**src/rtl/vga_console_pkg.sv**
```systemverilog
// ---------------------------------------------------------------------------
// vga_console_pkg
// Shared constants for the VGA text console: glyph and cell geometry, glyph
// bitmap width and character code width, plus the glyph bit lookup used by
// the pixel generator.
//   glyph_bit(bits, gx, gy) : bitmap bit for glyph column gx / row gy, or 0
//                             in the blank spacing column / row of the cell.
// ---------------------------------------------------------------------------
package vga_console_pkg;

  localparam int GLYPH_W    = 5;
  localparam int GLYPH_H    = 7;
  localparam int CELL_W     = 6;
  localparam int CELL_H     = 8;
  localparam int GLYPH_BITS = 35;
  localparam int CHAR_W     = 7;

  // Bitmap is row-major with bit GLYPH_BITS-1 as the top-left glyph pixel.
  function automatic logic glyph_bit(input logic [GLYPH_BITS-1:0] bits,
                                     input logic [2:0]            gx,
                                     input logic [2:0]            gy);
    logic [5:0] idx;
    idx = 6'(GLYPH_BITS - 1) - (6'(gy) * 6'(GLYPH_W) + 6'(gx));
    if (gx < 3'(GLYPH_W) && gy < 3'(GLYPH_H)) return bits[idx];
    return 1'b0;
  endfunction

endpackage

```
**src/rtl/text_pixel_gen.sv**
```systemverilog
// ---------------------------------------------------------------------------
// text_pixel_gen
// Character-cell pixel generator. Tracks the active-pixel strobe across a
// COLS x ROWS grid of 6x8 cells (each glyph pixel scaled 2^SCALE_LOG2 in
// both directions), addresses the text buffer, forwards the character code
// to the glyph ROM and emits a registered foreground pixel with an optional
// blinking block cursor. Latency from pixel_en to pixel_on is 2 cycles.
//
// Ports
//   clk, rst_n   : pixel clock, asynchronous active-low reset
//   frame_start  : one-cycle pulse in vertical blanking, restarts the grid
//   pixel_en     : high for every active pixel of a line
//   text_addr    : combinational text buffer address (row_base + cell_col)
//   char_code    : text buffer data for text_addr, same cycle
//   rom_addr     : registered character code to char_rom
//   rom_data     : glyph bitmap for rom_addr, combinational
//   cursor_en    : cursor enable
//   cursor_addr  : linear cell index of the cursor
//   pixel_on     : registered foreground pixel
//   pixel_valid  : pixel_en delayed by 2 cycles
// ---------------------------------------------------------------------------
module text_pixel_gen
  import vga_console_pkg::*;
#(
  parameter int COLS       = 20,
  parameter int ROWS       = 4,
  parameter int SCALE_LOG2 = 2,
  parameter int BLINK_LOG2 = 4,
  parameter int AW         = $clog2(COLS * ROWS)
) (
  input  logic                  clk,
  input  logic                  rst_n,
  input  logic                  frame_start,
  input  logic                  pixel_en,
  output logic [AW-1:0]         text_addr,
  input  logic [CHAR_W-1:0]     char_code,
  output logic [CHAR_W-1:0]     rom_addr,
  input  logic [GLYPH_BITS-1:0] rom_data,
  input  logic                  cursor_en,
  input  logic [AW-1:0]         cursor_addr,
  output logic                  pixel_on,
  output logic                  pixel_valid
);

  localparam int CW = $clog2(COLS + 1);
  localparam int RW = $clog2(ROWS + 1);
  localparam int SW = SCALE_LOG2;

  // One past the last cell: the saturated "outside the grid" value.
  localparam logic [CW-1:0] COL_END = CW'(COLS);
  localparam logic [RW-1:0] ROW_END = RW'(ROWS);
  localparam logic [2:0]    GX_LAST = 3'(CELL_W - 1);
  localparam logic [2:0]    GY_LAST = 3'(CELL_H - 1);

  // Position counters and their next values.
  logic [SW-1:0] sub_x, sub_x_n, sub_y, sub_y_n;
  logic [2:0]    gx, gx_n, gy, gy_n;
  logic [CW-1:0] cell_col, cell_col_n;
  logic [RW-1:0] cell_row, cell_row_n;
  logic [AW-1:0] row_base, row_base_n;

  logic                pen_q;       // pixel_en delayed one cycle
  logic                line_end;
  logic                started;     // a frame_start has been seen since reset
  logic [BLINK_LOG2:0] blink_cnt;
  logic                blink_on;

  // Stage 1 registers.
  logic       valid1;
  logic [2:0] gx1, gy1;
  logic       in_grid1;
  logic       is_cursor1;

  assign line_end  = pen_q & ~pixel_en;
  assign text_addr = row_base + AW'(cell_col);
  assign blink_on  = ~blink_cnt[BLINK_LOG2];

  always_comb begin
    // NOTE: every next-state value gets a default first so no path through
    // the if-chain leaves one unassigned, which would infer a latch.
    sub_x_n    = sub_x;
    gx_n       = gx;
    cell_col_n = cell_col;
    sub_y_n    = sub_y;
    gy_n       = gy;
    cell_row_n = cell_row;
    row_base_n = row_base;

    if (frame_start) begin
      sub_x_n    = '0;
      gx_n       = '0;
      cell_col_n = '0;
      sub_y_n    = '0;
      gy_n       = '0;
      cell_row_n = '0;
      row_base_n = '0;
    end else if (line_end) begin
      sub_x_n    = '0;
      gx_n       = '0;
      cell_col_n = '0;
      sub_y_n    = sub_y + 1'b1;
      if (sub_y == '1) begin
        if (gy == GY_LAST) begin
          gy_n = '0;
          if (cell_row != ROW_END) begin
            cell_row_n = cell_row + 1'b1;
            row_base_n = row_base + AW'(COLS);
          end
        end else begin
          gy_n = gy + 1'b1;
        end
      end
    end else if (pixel_en) begin
      sub_x_n = sub_x + 1'b1;
      if (sub_x == '1) begin
        if (gx == GX_LAST) begin
          gx_n = '0;
          if (cell_col != COL_END) cell_col_n = cell_col + 1'b1;
        end else begin
          gx_n = gx + 1'b1;
        end
      end
    end
  end

  // NOTE: state registers use non-blocking assignments so every flop samples
  // the pre-edge values, independent of statement order.
  always_ff @(posedge clk or negedge rst_n) begin
    if (!rst_n) begin
      sub_x     <= '0;
      gx        <= '0;
      cell_col  <= '0;
      sub_y     <= '0;
      gy        <= '0;
      cell_row  <= '0;
      row_base  <= '0;
      pen_q     <= 1'b0;
      started   <= 1'b0;
      blink_cnt <= '0;
    end else begin
      sub_x    <= sub_x_n;
      gx       <= gx_n;
      cell_col <= cell_col_n;
      sub_y    <= sub_y_n;
      gy       <= gy_n;
      cell_row <= cell_row_n;
      row_base <= row_base_n;
      pen_q    <= pixel_en;
      if (frame_start) begin
        started   <= 1'b1;
        blink_cnt <= blink_cnt + 1'b1;
      end
    end
  end

  // Stage 1: capture the cell context alongside the character code so it
  // lines up with rom_data one cycle later. Output stays dark until the
  // counters have been aligned by a frame_start.
  // NOTE: the pipeline registers are reset too, not only the control bits:
  // pixel_on must read 0 the instant rst_n falls, and stale cell context
  // must not leak out after release.
  always_ff @(posedge clk or negedge rst_n) begin
    if (!rst_n) begin
      valid1     <= 1'b0;
      rom_addr   <= '0;
      gx1        <= '0;
      gy1        <= '0;
      in_grid1   <= 1'b0;
      is_cursor1 <= 1'b0;
    end else begin
      valid1 <= pixel_en & started;
      if (pixel_en) begin
        rom_addr   <= char_code;
        gx1        <= gx;
        gy1        <= gy;
        in_grid1   <= (cell_col < COL_END) && (cell_row < ROW_END);
        is_cursor1 <= cursor_en && (text_addr == cursor_addr);
      end
    end
  end

  // Stage 2: glyph bit select; the cursor inverts the whole 6x8 cell,
  // spacing column and row included.
  always_ff @(posedge clk or negedge rst_n) begin
    if (!rst_n) begin
      pixel_on    <= 1'b0;
      pixel_valid <= 1'b0;
    end else begin
      pixel_on    <= valid1 & in_grid1 &
                     (glyph_bit(rom_data, gx1, gy1) ^ (is_cursor1 & blink_on));
      pixel_valid <= pen_q;
    end
  end

endmodule

```
**config.mk**
```make
export PLATFORM = sky130hd
export DESIGN_NAME = text_pixel_gen
export DESIGN_NICKNAME = d
export VERILOG_FILES = /design/src/rtl/vga_console_pkg.sv /design/src/rtl/text_pixel_gen.sv
export SDC_FILE = /design/constraint.sdc
export NUM_CORES = 1
export LEC_CHECK = 0
export BUFFER_PORTS_ARGS = -buffer_cell sky130_fd_sc_hd__buf_2
export CORE_MARGIN = 3
export CORE_UTILIZATION = 40
export CTS_CLUSTER_DIAMETER = 200
export DETAILED_ROUTE_END_ITERATION = 8
export GPL_ROUTABILITY_DRIVEN = 0
export HOLD_SLACK_MARGIN = 0.08
export PLACE_DENSITY = 0.74
export REMOVE_ABC_BUFFERS = 1
export SETUP_SLACK_MARGIN = 0.1
export SYNTH_ARGS = -nofsm -noshare
export SYNTH_HDL_FRONTEND = slang
export SYNTH_SLANG_ARGS = --single-unit
```
**constraint.sdc**
```tcl
create_clock -name clk -period 3.4 [get_ports clk]
set_input_delay 0.51 -clock clk [delete_from_list [all_inputs] [get_ports clk]]
set_output_delay 0.51 -clock clk [all_outputs]
set_load 0.02 [all_outputs]
```
* Word level (Yosys, flattened, before mapping)
Index checks and enable logic that the tools add are counted.
Word-level totals: register bits 50, output and inout port bits 16, logic and storage cells 100
Operators by class: add/subtract/negate cells 11, $mul 1, order comparisons 5, equal/unequal tests 7, mux-type cells 35, bitwise operators 8, reductions and logical operators 15
Operators with widths (number):
- 3-bit 2-to-1 mux | 14
- 7-bit 2-to-1 mux | 5
- 5-bit 2-to-1 mux | 6
- 3-bit nonzero test | 4
- 5-bit by 1-bit adder with 5-bit output, second input constant | 2
- 2-bit 2-to-1 mux | 5
- 3-bit by 1-bit adder with 3-bit output, second input constant | 3
- 3-bit < comparator, second input constant | 3
- 4-bit AND reduction | 2
- 2-bit nonzero test | 4
- 7-bit by 5-bit adder with 7-bit output | 1
- 7-bit by 5-bit adder with 7-bit output, second input constant | 1
- 7-bit == test | 1
- 6-bit by 7-bit < comparator with 1-bit output, second input constant | 1
- 6-bit by 3-bit adder with 6-bit output | 1
- 1-bit binary-select mux with 6-bit select | 1
- 3-bit == test, second input constant | 2
- 3-bit by 3-bit multiplier with 6-bit output, second input constant | 1
- 6-bit subtractor, first input constant | 1
- 1-bit AND | 5
- 5-bit < comparator, second input constant | 1
- 5-bit inequality test, second input constant | 1
- 2-bit by 1-bit adder with 2-bit output, second input constant | 2
- 2-bit == test, second input constant | 2
- 6 further kinds | 13

* Longest topological paths before layout
depth after elaboration 9, depth in mapped cells 11, depth with buffers taken out 11

* Worst setup path after synthesis
Ideal clock, no wire load.
path type reg-to-reg, from reg gx1[2], to reg pixel_on, arrival time 2855 ps, required time 3279 ps, path slack 424 ps, cell stages (with the launch flop) 10, buffers on the path 0, cell sequence dfrtp_1 -> ha_1 -> ha_1 -> inv_1 -> ha_1 -> fa_1 -> or2_2 -> or4_1 -> a31oi_1 -> and4b_1
On the way: cells in the longest elaborated chain, start to end 8, elaborated cells on any way between the ends 11
Ends and longest elaborated chain:
- start, declared | RTL line text_pixel_gen.sv:70 | logic [2:0] gx1, gy1;
- start signal, assigned | RTL line text_pixel_gen.sv:174 | gx1 <= gx;
- 6-bit by 3-bit adder with 6-bit output | RTL line vga_console_pkg.sv:23 | idx = 6'(GLYPH_BITS - 1) - (6'(gy) * 6'(GLYPH_W) + 6'(gx));
- 6-bit subtractor | RTL line vga_console_pkg.sv:23
- 1-bit binary-select mux with 6-bit select | RTL line vga_console_pkg.sv:24 | if (gx < 3'(GLYPH_W) && gy < 3'(GLYPH_H)) return bits[idx];
- 1-bit 2-to-1 mux (implied by the code) | RTL line vga_console_pkg.sv:24
- 1-bit 2-to-1 mux | RTL line vga_console_pkg.sv:24
- 1-bit 2-to-1 mux * | RTL line vga_console_pkg.sv:25 | return 1'b0;
- 1-bit XOR * | RTL line text_pixel_gen.sv:190 | (glyph_bit(rom_data, gx1, gy1) ^ (is_cursor1 & blink_on));
- 1-bit AND * | RTL line text_pixel_gen.sv:189 | pixel_on <= valid1 & in_grid1 &
- end signal, assigned | RTL line text_pixel_gen.sv:189
- end, declared | RTL line text_pixel_gen.sv:41 | output logic pixel_on,
Mark *: on every way between the ends. The rest lies on a longest branch, timed or not. The select of a mux whose other input is x is not followed. A chain may end at the register's enable or synchronous reset.

* Final worst setup path
Same ends and word-level chain as after synthesis.

==> impl_metrics.tcl <==
set metrics [dict create \
    synth-seq-area-share_pct 41.8 \
    clock_sinks 48 \
    power_density_mw_per_mm2 348 \
    maxSlewHeadroom_pct 30.0 \
    grt_use_total_pct 14.8 \
    synth-seq-cells 48 \
    die-width_um 90.7 \
    setup_slack_ps 253 \
    synth_cell_type_count 45 \
    cts_setup_buffers 0 \
    fmax_mhz 318 \
    leakagePower_nw 1.64 \
    critical_path.slowest_cell "or4_1" \
    slowest_delay_ps 550 \
    finalNetCount 406 \
    crit_required_ps 3590 \
    avgSynthCellArea_um2 11.0 \
    multi_input_area_mm2 0.00155 \
    path_clk_slew_ps 80 \
    fp-row-count 30 \
    crit_path_frequent_cell "ha_1" \
    dpl_worst_slack_ps 259 \
    layout-drive-gt1-share_pct 29.3 \
    syn_to_final_growth_pct 17.7 \
    first_pass_iters 4 \
    setup_viol 0 \
    post-place-cells 417 \
    worstSetupEndpointType "register" \
    fillCellCount 644 \
    htree_levels 2 \
    portBuffers 69 \
    timing.final.crit_share_pct 92.5 \
    min_period_ps 3150 \
    postLayoutCellArea_mm2 0.00338 \
    drtIter0Drc 130 \
    startpoint_type "register" \
    fp.dieH_um 90.7 \
    grt_max_degree 49 \
    hp-class "in2async" \
    cts_root_buf "clkbuf_8" \
    cp.buffers_inverters 1 \
    final_util_pct 49.2 \
    tightestPinTransition_ps 1050 \
    critPathTopFamily "adder cells" \
    route.detailed.drc 0 \
    syn_area_mm2 0.00287 \
    path_cells "ha_1 -> ha_1 -> inv_1 -> ha_1 -> fa_1 -> or2_2 -> or4_1 -> a31oi_1 -> and4b_1" \
    initial_utilization_pct 41.8 \
    first_global_vias 2241 \
    routed_via_density 5.04 \
    core_mm2 0.00687 \
    status "finished clean" \
    antenna_found_initial 0 \
    n_antenna_cell 0 \
    drtAntennaViolNets 0 \
    postCtsResizedCells 0 \
    grt_setup_unrepaired "no" \
    worstRegToRegCells 9 \
    cts_hold_buf 0 \
    netlist_instances 262 \
    postPlaceCellArea_mm2 0.00328 \
    worstSetupPathType "reg2reg" \
    grt_pass1_wl_mm 10.1 \
    seq_area_mm2 0.00120 \
    die_area_mm2 0.00823 \
    cts_buffers 5 \
    post_drt_wl_per_cell_um 13.3 \
    clk-insertion-delay-late_ps 300 \
    fin_tns_setup_ps 0 \
    crit_arrival_ps 3340 \
    routed_wl_mm 5.65 \
    place.detailed.hpwl_mm 4.26 \
    slew_viol_final 0 \
    reg2reg_slack_ps 250 \
    peakVddDrop_mv 0.193 \
    hold_violations 0 \
    clockBufferDepth 2 \
    cp.depth 9 \
    fin_cells 424 \
    cts_tree "yes" \
    maxCapViolations 0 \
    skew_ps 7.53 \
    via_count 2136 \
    ios 70 \
    crit_path_max_fanout 5 \
    ys_warn_count 0 \
    grt_overflow_total 0 \
]
registers in the layout (all words and copies together) (netlist names):
signal and flops:
pixel_on 1, rom_addr 7, gx1 3, cell_col 5, row_base 5, is_cursor1 1, blink_cnt 5, gx 3
sub_x 2, pen_q 1, in_grid1 1, started 1, valid1 1, pixel_valid 1, gy1 3, sub_y 2
cell_row 3, gy 3
Yosys cell counts, drive strengths merged:
cell type	n	area share (%)
a211oi	1	0.26
a21boi	1	0.26
a21o	3	0.78
a21oi	12	2.2
a22oi	1	0.26
a311oi	1	0.31
a31oi	2	0.44
and2	1	0.22
and3	1	0.26
and4b	2	0.70
buf	5	1.3
clkbuf	6	0.78
conb	1	0.13
dfrtp	48	42
fa	2	1.4
ha	22	9.6
inv	17	2.2
mux2	10	3.9
mux2i	6	2.1
mux4	8	7.1
nand2	10	1.3
nand2b	2	0.44
nand3	5	1.0
nand3b	4	1.0
nand4	8	1.7
nor2	21	2.7
nor2b	3	0.65
nor3	2	0.35
nor3b	2	0.52
nor4b	1	0.31
o21ai	15	2.6
o22a	1	0.31
o22ai	1	0.22
or2	3	0.65
or2b	1	0.26
or3	3	0.65
or3b	1	0.31
or4	1	0.26
xnor2	15	4.6
xor2	13	4.0
cell type report:
| cell class | count | area share [%] |
|---|---|---|
| well taps | 96 | 3.55 |
| multi-input cells | 186 | 45.7 |
| clock buffers | 7 | 2.85 |
| repair buffers | 70 | 10.4 |
| inverters | 17 | 1.89 |
| flip-flops and latches | 48 | 35.5 |
routing by layer:
metal | share of wire, % | global-route usage, %
met4 | 1.4 | 5.10
met2 | 46 | 23.8
met5 | 0 | 0
met3 | 6.7 | 4.25
met1 | 46 | 19.1
path summary, 6_finish.rpt:
kind	end	start
worst max-delay path	pixel_on$_DFF_PN0_	gx1[2]$_DFFE_PN0P_
worst min-delay path	row_base[3]$_DFFE_PN0P_	rst_n
worst max register to register	pixel_on$_DFF_PN0_	gx1[2]$_DFFE_PN0P_
worst min register to register	pixel_valid$_DFF_PN0_	pen_q$_DFF_PN0_
max in group asynchronous	cell_col[0]$_DFFE_PN0P_	rst_n
min in group clk	pixel_valid$_DFF_PN0_	pen_q$_DFF_PN0_
where the power goes:
group	switching [mW]	internal (mW)
logic	0.0817	0.0893
clock network	0.176	0.181
registers	0.0323	0.617
cell families after synthesis:
group / share of synthesized area (%)
buffers and inverters: 4.31
AOI/OAI and AO/OA: 7.67
muxes: 13.1
other: 0.131
and+or+nand+nor: 13.5
DFF: 41.8
xor gates and xnor gates: 8.54
adders and majority gates: 11.0
per-stage QoR:
stage / hold slack [ps] / power, mW
6_report: 387 / 1.18
5_1_grt: 422 / 1.25
4_1_cts: 424 / 1.20
3_5_place_dp: 406 / 0.834
3_3_place_gp: 400 / 0.824
2_1_floorplan: 214 / 0.753
cell usage in the layout, fill, tap and decap left out, types with 2 or more instances in the layout:
cell type   n
or3_1       3
xnor2_1    15
nor3b_1     2
clkbuf_8    7
mux2_2     10
inv_1      17
o21ai_0    15
a21o_1      3
xor2_1     13
nor3_1      2
a31oi_1     2
nor2_1     21
nand3b_1    4
mux4_1      6
ha_1       22
and4b_1     2
a21oi_1    11
nand2b_1    2
nor2b_1     3
mux4_2      2
buf_2      69
nand4_1     8
nand3_1     4
fa_1        2
dfrtp_1    48
or2_2       3
mux2i_1     6
nand2_1    10
(Power assumes the default switching activity.)
